--- config.mk ---
export PLATFORM = sky130hd
export DESIGN_NAME = counter_inc_scheduler
export DESIGN_NICKNAME = d
export VERILOG_FILES = /design/src/rtl/counter_sched_pkg.sv /design/src/rtl/rr_pick.sv /design/src/rtl/counter_inc_scheduler.sv
export SDC_FILE = /design/constraint.sdc
export NUM_CORES = 1
export LEC_CHECK = 0
export ABC_AREA = 1
export BUFFER_PORTS_ARGS = -buffer_cell sky130_fd_sc_hd__buf_2
export CAP_MARGIN = 15
export CORE_MARGIN = 5
export CORE_UTILIZATION = 55
export DETAILED_ROUTE_END_ITERATION = 7
export PLACE_DENSITY = 0.78
export SLEW_MARGIN = 25
export SYNTH_ARGS = -nofsm -noshare
export SYNTH_HDL_FRONTEND = slang
export SYNTH_SLANG_ARGS = --single-unit
--- constraint.sdc ---
create_clock -name clk -period 2.6 [get_ports clk]
set_input_delay 0.39 -clock clk [delete_from_list [all_inputs] [get_ports clk]]
set_output_delay 0.39 -clock clk [all_outputs]
set_load 0.02 [all_outputs]
--- src/rtl/counter_sched_pkg.sv ---
// Shared types and helpers for the round-robin increment scheduler.
// The state encoding and the grant-index width rule are used by the top level and by rr_pick.
package counter_sched_pkg;

  typedef enum logic [1:0] {
    StIdle    = 2'd0,
    StHold    = 2'd1,
    StRefresh = 2'd2
  } sched_state_e;

  // Width of an index into a set of d requesters; never narrower than one bit.
  function automatic int unsigned idx_width(input int unsigned d);
    return (d <= 2) ? 1 : $clog2(d);
  endfunction

  // Width of a counter that has to reach n-1; never narrower than one bit.
  function automatic int unsigned cnt_width(input int unsigned n);
    return (n <= 2) ? 1 : $clog2(n);
  endfunction

endpackage

--- src/rtl/rr_pick.sv ---
// Combinational round-robin picker.
// Returns the first pending index found by searching from ptr upward, wrapping modulo DIGITS.
module rr_pick
  import counter_sched_pkg::*;
#(
  parameter int unsigned DIGITS = 3,
  localparam int unsigned IDXW  = idx_width(DIGITS)
) (
  input  logic [DIGITS-1:0] pending,
  input  logic [IDXW-1:0]   ptr,
  output logic [IDXW-1:0]   sel,
  output logic              valid
);

  logic [IDXW-1:0] idx;

  // Walk the offsets from highest to lowest, so the smallest offset from ptr is written last
  // and therefore wins.
  always_comb begin
    sel   = '0;
    valid = 1'b0;
    idx   = '0;
    for (int k = int'(DIGITS) - 1; k >= 0; k--) begin
      idx = IDXW'((int'(ptr) + k) % int'(DIGITS));
      if (pending[idx]) begin
        sel   = idx;
        valid = 1'b1;
      end
    end
  end

endmodule

--- src/rtl/counter_inc_scheduler.sv ---
// Queues button presses and grants one digit increment per tick slot, in round-robin order.
// After each grant it holds off for HOLDOFF cycles, then issues a single display refresh.
module counter_inc_scheduler
  import counter_sched_pkg::*;
#(
  parameter int unsigned DIGITS  = 3,
  parameter int unsigned HOLDOFF = 4,
  localparam int unsigned IDXW   = idx_width(DIGITS)
) (
  input  logic              clk,
  input  logic              reset,
  input  logic [DIGITS-1:0] req,
  input  logic              tick,
  input  logic              shift_busy,
  output logic [DIGITS-1:0] inc_pulse,
  output logic [IDXW-1:0]   grant_idx,
  output logic              refresh_req,
  output logic [DIGITS-1:0] pending,
  output logic              busy
);

  localparam int unsigned HCW = cnt_width(HOLDOFF);

  sched_state_e      state_q, state_d;
  logic [DIGITS-1:0] pending_q, pending_d;
  logic [DIGITS-1:0] req_prev_q;
  logic [IDXW-1:0]   ptr_q, ptr_d;
  logic [HCW-1:0]    hold_cnt_q, hold_cnt_d;
  logic [DIGITS-1:0] inc_pulse_q, inc_pulse_d;
  logic [IDXW-1:0]   grant_idx_q, grant_idx_d;
  logic              refresh_q, refresh_d;
  logic              busy_q;

  logic [DIGITS-1:0] rise;
  logic [DIGITS-1:0] clear;
  logic [IDXW-1:0]   sel;
  logic              sel_valid;

  rr_pick #(
    .DIGITS (DIGITS)
  ) u_rr_pick (
    .pending (pending_q),
    .ptr     (ptr_q),
    .sel     (sel),
    .valid   (sel_valid)
  );

  always_comb begin
    rise        = req & ~req_prev_q;
    clear       = '0;
    state_d     = state_q;
    ptr_d       = ptr_q;
    hold_cnt_d  = hold_cnt_q;
    inc_pulse_d = '0;
    grant_idx_d = grant_idx_q;
    refresh_d   = 1'b0;

    case (state_q)
      StIdle: begin
        if (tick && sel_valid) begin
          inc_pulse_d = DIGITS'(1) << sel;
          grant_idx_d = sel;
          clear[sel]  = 1'b1;
          ptr_d       = (sel == IDXW'(DIGITS - 1)) ? '0 : sel + IDXW'(1);
          hold_cnt_d  = '0;
          state_d     = StHold;
        end
      end
      StHold: begin
        hold_cnt_d = hold_cnt_q + HCW'(1);
        if (hold_cnt_q == HCW'(HOLDOFF - 1)) begin
          state_d = StRefresh;
        end
      end
      StRefresh: begin
        if (!shift_busy) begin
          refresh_d = 1'b1;
          state_d   = StIdle;
        end
      end
      default: state_d = StIdle;
    endcase

    // A fresh rise on the digit being granted must survive its own clear.
    pending_d = (pending_q & ~clear) | rise;
  end

  always_ff @(posedge clk) begin
    if (reset) begin
      state_q     <= StIdle;
      pending_q   <= '0;
      req_prev_q  <= '0;
      ptr_q       <= '0;
      hold_cnt_q  <= '0;
      inc_pulse_q <= '0;
      grant_idx_q <= '0;
      refresh_q   <= 1'b0;
      busy_q      <= 1'b0;
    end else begin
      state_q     <= state_d;
      pending_q   <= pending_d;
      req_prev_q  <= req;
      ptr_q       <= ptr_d;
      hold_cnt_q  <= hold_cnt_d;
      inc_pulse_q <= inc_pulse_d;
      grant_idx_q <= grant_idx_d;
      refresh_q   <= refresh_d;
      busy_q      <= (state_d != StIdle);
    end
  end

  assign inc_pulse   = inc_pulse_q;
  assign grant_idx   = grant_idx_q;
  assign refresh_req = refresh_q;
  assign pending     = pending_q;
  assign busy        = busy_q;

endmodule

==> results of run 1 <==
final timing paths:
kind                 start          end  slack, ns
max               ptr_q[0]   pending[0]       0.70
min             shift_busy  refresh_req       0.28
max reg2reg       ptr_q[0]   pending[0]       0.70
min reg2reg  req_prev_q[2]   pending[2]       0.43
kinds of logic (layout without fill, tap and decap cells):
group                      count (synthesis)  after routing  share of synthesized area [%]
DFF                                       19             19                          40.16
AOI/OAI and AO/OA                         19             19                          12.29
and+or+nand+nor                           69             69                          31.84
adders and majority gates                  5              5                          6.605
buffers and inverters                     23             42                          9.115
layer usage:
layer	track usage (%)	part of all wire, %	vias to the layer above	wire length, um
met5	0	0	-	0
met4	6.114	0.88	0	17
met3	3.438	5.1	4	99
met2	27.33	51	21	979
met1	18.29	43	395	834
li1	-	-	469	-
power breakdown:
part	leakage, nW	internal (mW)	switching [mW]	total, mW
Combinational	0.390	0.228	0.452	0.680
Sequential	0.156	0.364	0.0443	0.408
Clock	0.0150	0.0596	0.0809	0.141
Total	0.561	0.651	0.577	1.23
metrics by stage:
step | utilization [%] | power, mW
after floorplan | - | 0.9357
after detailed placement | 61.85 | 1.088
after global placement | 61.85 | 1.080
after global routing | 63.41 | 1.346
after CTS | 63.41 | 1.230
final | 63.41 | 1.228
cell usage in the layout (no fill, tap or decap), drive strengths merged, types with 4 or more instances in the layout:
cell type,Yosys,routed
nand2,38,38
dfxtp,19,19
inv,22,22
clkbuf,1,4
nand3,12,12
nor2,14,14
ha,5,5
o21ai,8,8
buf,0,16
a21oi,8,8
sequential cells by signal (all words and copies together), names as in the netlist:
signal,cells
ptr_q,2
pending,3
state_q,2
refresh_req,1
inc_pulse,3
req_prev_q,3
grant_idx,2
hold_cnt_q,2
busy,1
final cells by class:
| class | instances | area (sq um) |
|---|---|---|
| multi-input combinational | 93 | 480.5 |
| timing repair buffer | 16 | 80.08 |
| clock buffer | 4 | 26.28 |
| inverter | 22 | 82.58 |
| fill | 162 | 618.1 |
| tap | 17 | 21.27 |
| sequential | 19 | 380.4 |
worst register-to-register path: cells and delay by family (launching register included):
family / cells / cell delay [ns]
AND/OR/NAND/NOR: 7 / 0.70
adder cells (fa/ha/maj): 1 / 0.40
flip-flops: 1 / 0.39
buffers and inverters: 3 / 0.29
AO/OA/AOI/OAI: 1 / 0.05
==> results.toml, run 1 <==
[run_status]
status = "finished clean"

[drt]
drt-total-wl_um = 1930
detail_route.vias_per_cell = 5.199
drt-pass1-iter-count = 4
dr.first_iter.drc_count = 14
final_antenna_net_count = 0
via_count = 889
detail_route.drc_violations = 0
wire_per_inst_um = 11.29

[clocking]
tritoncts = "yes"
path_clk_slew_ns = 0.10
worstSkewPairLatency_ns = 0.29
numCtsBuffers = 3
cts_root_buf = "clkbuf_4"
post-cts-setup-buffers = 0
count_of_cells_resized_by_post_cts_repair = 0
clock_tree.buffer_depth = 2
cts.htree.levels = 1
cts_sinks = 19
ctsHoldBuffers = 0

[placed_design]
dp_slack_ns = 0.6965
dpl-instance-area_sq_um = 1045
final_hpwl_from_detailed_placement_um = 1527
place.detailed.instances = 167
total_of_buffers_placed_on_input_and_output_ports = 16
placer_congestion_estimate = 0.9135

[logic_synthesis]
synth_cell_type_count = 23
postSynthNetCount = 147
synth_most_common_cell = "nand2_1"
netlist_top_cells_area = "dfxtp_1 40%, nand2_1 15%, inv_1 7.9%"
postSynth.topFlopCell = "dfxtp_1"
yosys_warnings = 0
ys_ff_latch = 19
synth_edf_count = 0
post_synth_most_frequent_cells = "37 x nand2_1, 20 x inv_1, 19 x dfxtp_1"
seq_area_frac_synth_pct = 40.16
ys_async_sr_fraction_pct = 0
synth_top_area_cell = "dfxtp_1"
cell_area_after_synthesis_sq_um = 947.2
netlist_instances = 135
average_footprint_of_a_synthesized_cell_sq_um = 7.016
synth_largest_type_area_fraction_pct = 40.16

[critical_path]
r2r.worst_path.cells = 12
crit_required_ns = 2.80
crit_path_max_incr_delay_ns = 0.40
type_of_element_capturing_the_critical_path = "flip-flop"
path_length_in_cells_of_the_critical_path = 12
critPathTopFamily = "simple AND/OR/NAND/NOR gates"
cp_cell_sequence = "inv_1 -> ha_1 -> inv_2 -> nand3_1 -> inv_1 -> a21oi_2 -> nand3_2 -> nand2_4 -> nor2_2 -> nand3_1 -> nand2_1 -> nand2_1"
crit_path_start_kind = "flip-flop"
cp.arrival_ns = 2.10
worst-setup-path-type = "reg -> reg"
worstPathMaxFanout = 7
crit_path_top_delay_cell = "ha_1"
timing.critical_path.buf_inv = 3

[cells_and_area]
layoutNonFillerInstCount = 171
finalInstanceArea_sq_um = 1071
fin_nets = 167
synthToLayoutAreaGrowth_pct = 13.08
final_layout_size_suffix_gt1_share_pct = 17.53
n_antenna_cell = 0

[run]
maxCapViolations = 0

[sta]
tns_ns = 0
finalHoldViolations = 0
final-max-slew-violation-count = 0
layout_setup_ws_ns = 0.6955
setup_clock_skew_after_layout_ns = 0.001792
slew-limit-headroom_pct = 75.90
fmax_ghz = 0.5251
setup-violations-final = 0
tightest_slew_ns = 0.3577
layout_worst_path_cycle_share_pct = 73.25
hold_slack_ns = 0.2829
layout_min_cycle_time_ns = 1.904
rsz0062_at_grt = "no"

[grt]
grt_pass1_vias = 777
global_route.usage.total_pct = 15.59
grt_overflow_total = 0
maximum_number_of_pins_on_one_net_before_global_route_repair = 14
grt_antenna_before_repair = 0
grt_pass1_wl_um = 3167

[floorplan]
dieHeight_um = 51.50
fp.dieArea_sq_um = 2652
die_x_um = 51.50
io-pin-count = 17
rows = 15
core_area_sq_um = 1689
start_util_pct = 56.07

[power]
power_leakage_nw = 0.5613
worst_ir_drop_vdd_mv = 0.5664
p_per_cell_area_nw_per_um2 = 1147

[min_path]
worst_hold_path_type = "in -> reg"
min_path_cells = 2
(Power assumes the default switching activity.)
==> run 2, diff against run 1 <==
--- a/config.mk
+++ b/config.mk
@@ -9,9 +9,9 @@
 export BUFFER_PORTS_ARGS = -buffer_cell sky130_fd_sc_hd__buf_2
 export CAP_MARGIN = 15
 export CORE_MARGIN = 5
-export CORE_UTILIZATION = 55
+export CORE_UTILIZATION = 53
 export DETAILED_ROUTE_END_ITERATION = 7
-export PLACE_DENSITY = 0.78
+export PLACE_DENSITY = 0.75
 export SLEW_MARGIN = 25
 export SYNTH_ARGS = -nofsm -noshare
 export SYNTH_HDL_FRONTEND = slang
==> constraint.sdc (replaced) <==
create_clock -name clk -period 1.93 [get_ports clk]
set_input_delay 0.2895 -clock clk [delete_from_list [all_inputs] [get_ports clk]]
set_output_delay 0.2895 -clock clk [all_outputs]
set_load 0.02 [all_outputs]
==> results.toml, run 2 (synthesized netlist as in run 1, its figures left out) <==
[cells_and_area]
most_common_library_cell_in_the_layout_ignoring_fill_and_taps = "nand2_1"
multiInputGateArea_sq_um = 483.0
final.fill_count = 169
layoutNonFillerInstCount = 179
fin_nets = 167
final-seq-area_sq_um = 381.6
synthToLayoutAreaGrowth_pct = 14.66
final_cell_mix = "37 x nand2_1, 19 x inv_1, 18 x dfxtp_1"
n_antenna_cell = 0
final_layout_size_suffix_gt1_share_pct = 20.13

[power]
p_per_cell_area_nw_per_um2 = 1563
power.share.switching_pct = 47.94
share_comb_of_total_power_pct = 54.8
power_leakage_nw = 0.5630
seqPwrFrac_pct = 32.6
design_power_total_mw = 1.697
worst_ir_drop_vdd_mv = 0.7078
power.net_switching_mw = 0.8135
clock_power_share_pct = 12.6
cellInternalPower_mw = 0.8834

[sta]
fmax_ghz = 0.5467
layout_min_cycle_time_ns = 1.829
final-max-slew-violation-count = 0
slew-limit-headroom_pct = 80.15
layout_setup_ws_ns = 0.1010
tightest_slew_ns = 0.2947
hold_slack_ns = 0.1439
finalHoldViolations = 0
setup_clock_skew_after_layout_ns = 0.005577
tns_ns = 0
layout_worst_path_cycle_share_pct = 94.77
setup-violations-final = 0

[clocking]
cts.htree.levels = 1
ctsHoldBuffers = 0
cts_sinks = 19
tritoncts = "yes"
path_clk_slew_ns = 0.12
numCtsBuffers = 3
post-cts-setup-buffers = 0
clock_tree.buffer_depth = 2
worstSkewPairLatency_ns = 0.31
cts_root_buf = "clkbuf_4"

[drt]
wire_per_inst_um = 11.32
final_antenna_net_count = 0
detail_route.vias_per_cell = 4.983
drt-pass1-iter-count = 4
detail_route.drc_violations = 0
via_count = 892
drt-total-wl_um = 2027
dr.first_iter.drc_count = 17

[floorplan]
core_area_sq_um = 1708
io-pin-count = 17
rows = 15
dieHeight_um = 52.28
start_util_pct = 55.46
die_x_um = 52.28
fp.dieArea_sq_um = 2733

[grt]
maximum_number_of_pins_on_one_net_before_global_route_repair = 14
grt.met3_usage_pct = 2.849
grt_pass1_vias = 742
global_route.peak_usage_layer = "met2"
global_route.usage.total_pct = 16.33
grt_antenna_before_repair = 0
grt_pass1_wl_um = 3236
met2_usage_pct = 25.10
grt_overflow_total = 0
globalRouteMet1Util_pct = 21.50

[placed_design]
final_hpwl_from_detailed_placement_um = 1574
total_of_buffers_placed_on_input_and_output_ports = 16
placer_congestion_estimate = 0.8125
place.detailed.instances = 175
dp_slack_ns = 0.05019

[critical_path]
crit_required_ns = 2.17
worstPathMaxFanout = 7
cp.arrival_ns = 2.07
type_of_element_capturing_the_critical_path = "flip-flop"
critPathTopFamily = "simple AND/OR/NAND/NOR gates"
crit_path_top_delay_cell = "ha_2"
crit_path_start_kind = "flip-flop"
crit_path_max_incr_delay_ns = 0.39
cp_cell_sequence = "inv_1 -> ha_2 -> inv_2 -> nand3_1 -> o21ai_0 -> nand2_1 -> nand2_1 -> nor2_2 -> nand3_1 -> a21oi_1"
worst-setup-path-type = "reg -> reg"
timing.critical_path.buf_inv = 2

[run]
maxCapViolations = 0

[run_status]
status = "finished clean"

[min_path]
worst_hold_path_type = "in -> reg"
-- run 2: power by group through the flow --
stage               clock network, mW  logic, mW  registers, mW
floorplan                           0      0.638          0.622
global placement                    0      0.895          0.557
detailed placement                  0      0.909          0.563
CTS                             0.223      0.913          0.552
global route                    0.235       1.04          0.562
finish                          0.213      0.930          0.554
-- run 2: layout make-up --
class	count	share of cell area [%]
Multi-Input combinational cell	93	44.47
Timing Repair Buffer	16	7.373
Clock buffer	3	2.074
Tap cell	25	2.880
Clock inverter	1	0.4608
Sequential cell	19	35.14
Inverter	22	7.604
-- run 2: metal layers --
metal,wire [um],part of all wire [%],vias to the layer above
met4,50,2.5,0
met2,892,44,22
met5,0,0,-
met3,108,5.3,5
met1,976,48,402
li1,-,-,463
-- run 2: final timing paths --
path / start / to / slack (ns) / depth (start not counted)
worst min register to register: state_q[0] / refresh_req / 0.42 / 1
worst max register to register: ptr_q[0] / ptr_q[0] / 0.10 / 10
worst max-delay path: ptr_q[0] / ptr_q[0] / 0.10 / 10
worst min-delay path: shift_busy / refresh_req / 0.14 / 2
-- run 2: what timing repair did --
action / 4_1_cts / 5_1_grt
endpoints found under the hold margin: 0 / 0
endpoints found under the setup margin: 0 / 11
gates resized for setup: 0 / 3
-- run 2: stage by stage --
| step | area, sq um | utilization, % |
|---|---|---|
| 2_1_floorplan | 947.2 | - |
| 6_report | 1086 | 63.59 |
| 3_3_place_gp | 1055 | 61.76 |
| 5_1_grt | 1086 | 63.59 |
| 3_5_place_dp | 1055 | 61.76 |
| 4_1_cts | 1082 | 63.37 |
==> run 3, diff against run 2 <==
--- a/config.mk
+++ b/config.mk
@@ -15,4 +15,5 @@
 export SLEW_MARGIN = 25
 export SYNTH_ARGS = -nofsm -noshare
 export SYNTH_HDL_FRONTEND = slang
+export SYNTH_HIERARCHICAL = 1
 export SYNTH_SLANG_ARGS = --single-unit
==> results.toml, run 3 <==
[logic_synthesis]
synth_simple_gate_area_share_pct = 32.58
average_footprint_of_a_synthesized_cell_sq_um = 7.128
synth_mux_area_share_pct = 0
netlist_instances = 132
yosys.area_share.xor_xnor_pct = 0
synth_largest_type_area_fraction_pct = 40.43
synth_top_area_cell = "dfxtp_1"
postSynthNetCount = 143
combinational_family_with_the_most_area_after_synthesis = "simple AND/OR/NAND/NOR gates"
synth_cell_type_count = 21
yosys_warnings = 6
netlist_top_cells_area = "dfxtp_1 40%, nand2_1 12%, inv_1 8.8%"
post_synth_fa_ha_maj_area_fraction_pct = 5.319
seq_area_frac_synth_pct = 40.43
postSynth.topFlopCell = "dfxtp_1"
post_synth_most_frequent_cells = "30 x nand2_1, 22 x inv_1, 19 x dfxtp_1"
ys_ff_latch = 19
ys_async_sr_fraction_pct = 0
synth_most_common_cell = "nand2_1"
synth_compound_gate_area_share_pct = 7.713
synth_edf_count = 0
cell_area_after_synthesis_sq_um = 940.9

[floorplan]
core_area_sq_um = 1708
fp.dieArea_sq_um = 2718
start_util_pct = 55.09
rows = 15
dieHeight_um = 52.14
io-pin-count = 17
die_x_um = 52.14

[sta]
setup_clock_skew_after_layout_ns = 0.01355
layout_min_cycle_time_ns = 1.796
layout_worst_path_cycle_share_pct = 93.03
layout_setup_ws_ns = 0.1345
setup-violations-final = 0
tightest_slew_ns = 0.2586
finalHoldViolations = 0
fmax_ghz = 0.5569
hold_slack_ns = 0.1415
slew-limit-headroom_pct = 82.74
final-max-slew-violation-count = 0

[clocking]
cts_root_buf = "clkbuf_4"
path_clk_slew_ns = 0.11
numCtsBuffers = 3
ctsHoldBuffers = 0
post-cts-setup-buffers = 0
tritoncts = "yes"
cts_sinks = 19
clock_tree.buffer_depth = 2
worstSkewPairLatency_ns = 0.30
cts.htree.levels = 1

[power]
p_per_cell_area_nw_per_um2 = 1367
clock_power_share_pct = 13.2
seqPwrFrac_pct = 36.6
cellInternalPower_mw = 0.8129
power.net_switching_mw = 0.6665
design_power_total_mw = 1.479
power_leakage_nw = 0.5854
power.share.switching_pct = 45.05
worst_ir_drop_vdd_mv = 0.7870
share_comb_of_total_power_pct = 50.1

[cells_and_area]
final_layout_size_suffix_gt1_share_pct = 27.33
most_common_library_cell_in_the_layout_ignoring_fill_and_taps = "nand2_1"
layoutNonFillerInstCount = 175
finalInstanceArea_sq_um = 1082
final_cell_mix = "30 x nand2_1, 21 x inv_1, 18 x dfxtp_1"
fin_nets = 162
n_antenna_cell = 0
synthToLayoutAreaGrowth_pct = 15.03

[grt]
global_route.usage.total_pct = 15.02
grt_pass1_wl_um = 3049
grt_pass1_vias = 763
grt_antenna_before_repair = 0
grt_overflow_total = 0
maximum_number_of_pins_on_one_net_before_global_route_repair = 12

[critical_path]
type_of_element_capturing_the_critical_path = "flip-flop"
cp.arrival_ns = 1.99
worstPathMaxFanout = 8
crit_path_start_kind = "flip-flop"
crit_required_ns = 2.12
worst-setup-path-type = "reg -> reg"

[placed_design]
dp_slack_ns = 0.09572
dpl-instance-area_sq_um = 1030
total_of_buffers_placed_on_input_and_output_ports = 16
placer_congestion_estimate = 0.9519
final_hpwl_from_detailed_placement_um = 1405
place.detailed.instances = 171

[drt]
detail_route.vias_per_cell = 4.657
dr.first_iter.drc_count = 10
via_count = 815
drt-total-wl_um = 1779
final_antenna_net_count = 0
wire_per_inst_um = 10.17
drt-pass1-iter-count = 4
detail_route.drc_violations = 0

[run_status]
status = "finished clean"

[min_path]
worst_hold_path_type = "in -> reg"

[run]
maxCapViolations = 0
run 3: changes by cell type in the layout (fill, tap and decap cells not counted), sizes merged, moves of 2 or more:
cell	before	now
o21ai	8	10
nand2	38	33
inv	22	29
a21oi	8	3
run 3: routing by layer:
layer / vias to the layer above / GRT usage [%] / wire [um]
li1: 442 / - / -
met1: 354 / 17.81 / 807
met2: 15 / 24.27 / 873
met3: 4 / 4.011 / 69
met4: 0 / 8.511 / 29
met5: - / 0 / 0
run 3: logic make-up after synthesis:
logic type,count (synthesis)
simple gates,64
compound gates,14
fa+ha+maj,4
flops,19
buf+inv,31
run 3: worst max-delay path, cell delays in order (launching register included):
cell and delay, ns:
dfxtp_2 0.40, inv_1 0.06, ha_1 0.25, nand2_1 0.09
o21ai_1 0.08, a21oi_2 0.17, nand3b_1 0.12, nand2_1 0.14
inv_1 0.09, nand2_4 0.11, o21ai_1 0.08, nand2_1 0.08
inv_1 0.04
run 3: final timing paths:
path / startpoint / endpoint / slack [ns] / cells past startpoint
max: ptr_q[1] / state_q[0] / 0.13 / 12
min: shift_busy / refresh_req / 0.14 / 2
max reg2reg: ptr_q[1] / state_q[0] / 0.13 / 12
min reg2reg: req_prev_q[0] / pending[0] / 0.42 / 1
run 3: per-stage QoR:
stage	TNS, ns	utilization, %
finish	0	63.37
global route	-0.04207	63.37
CTS	0	61.90
detailed placement	0	60.29
global placement	0	60.29
floorplan	0	-
run 3: area by class of cell:
cell class	count	area, sq um
clock buffer	3	22.52
fill	149	625.6
sequential	19	381.6
clock inverter	1	5.005
timing repair buffer	16	80.08
tap	25	31.28
multi-input combinational	82	452.9
inverter	29	108.9
run 3: timing repair:
action | 4_1_cts | 5_1_grt
setup endpoints to repair | 0 | 10
hold endpoints to repair | 0 | 0
gates resized for setup | 0 | 8
run 3: power by group through the flow:
| stage | Combinational (mW) | Sequential [mW] | Clock (mW) |
|---|---|---|---|
| 2_1_floorplan | 0.486 | 0.600 | 0 |
| 3_3_place_gp | 0.674 | 0.545 | 0 |
| 3_5_place_dp | 0.694 | 0.550 | 0 |
| 4_1_cts | 0.697 | 0.541 | 0.203 |
| 5_1_grt | 0.840 | 0.554 | 0.224 |
| 6_report | 0.741 | 0.542 | 0.196 |
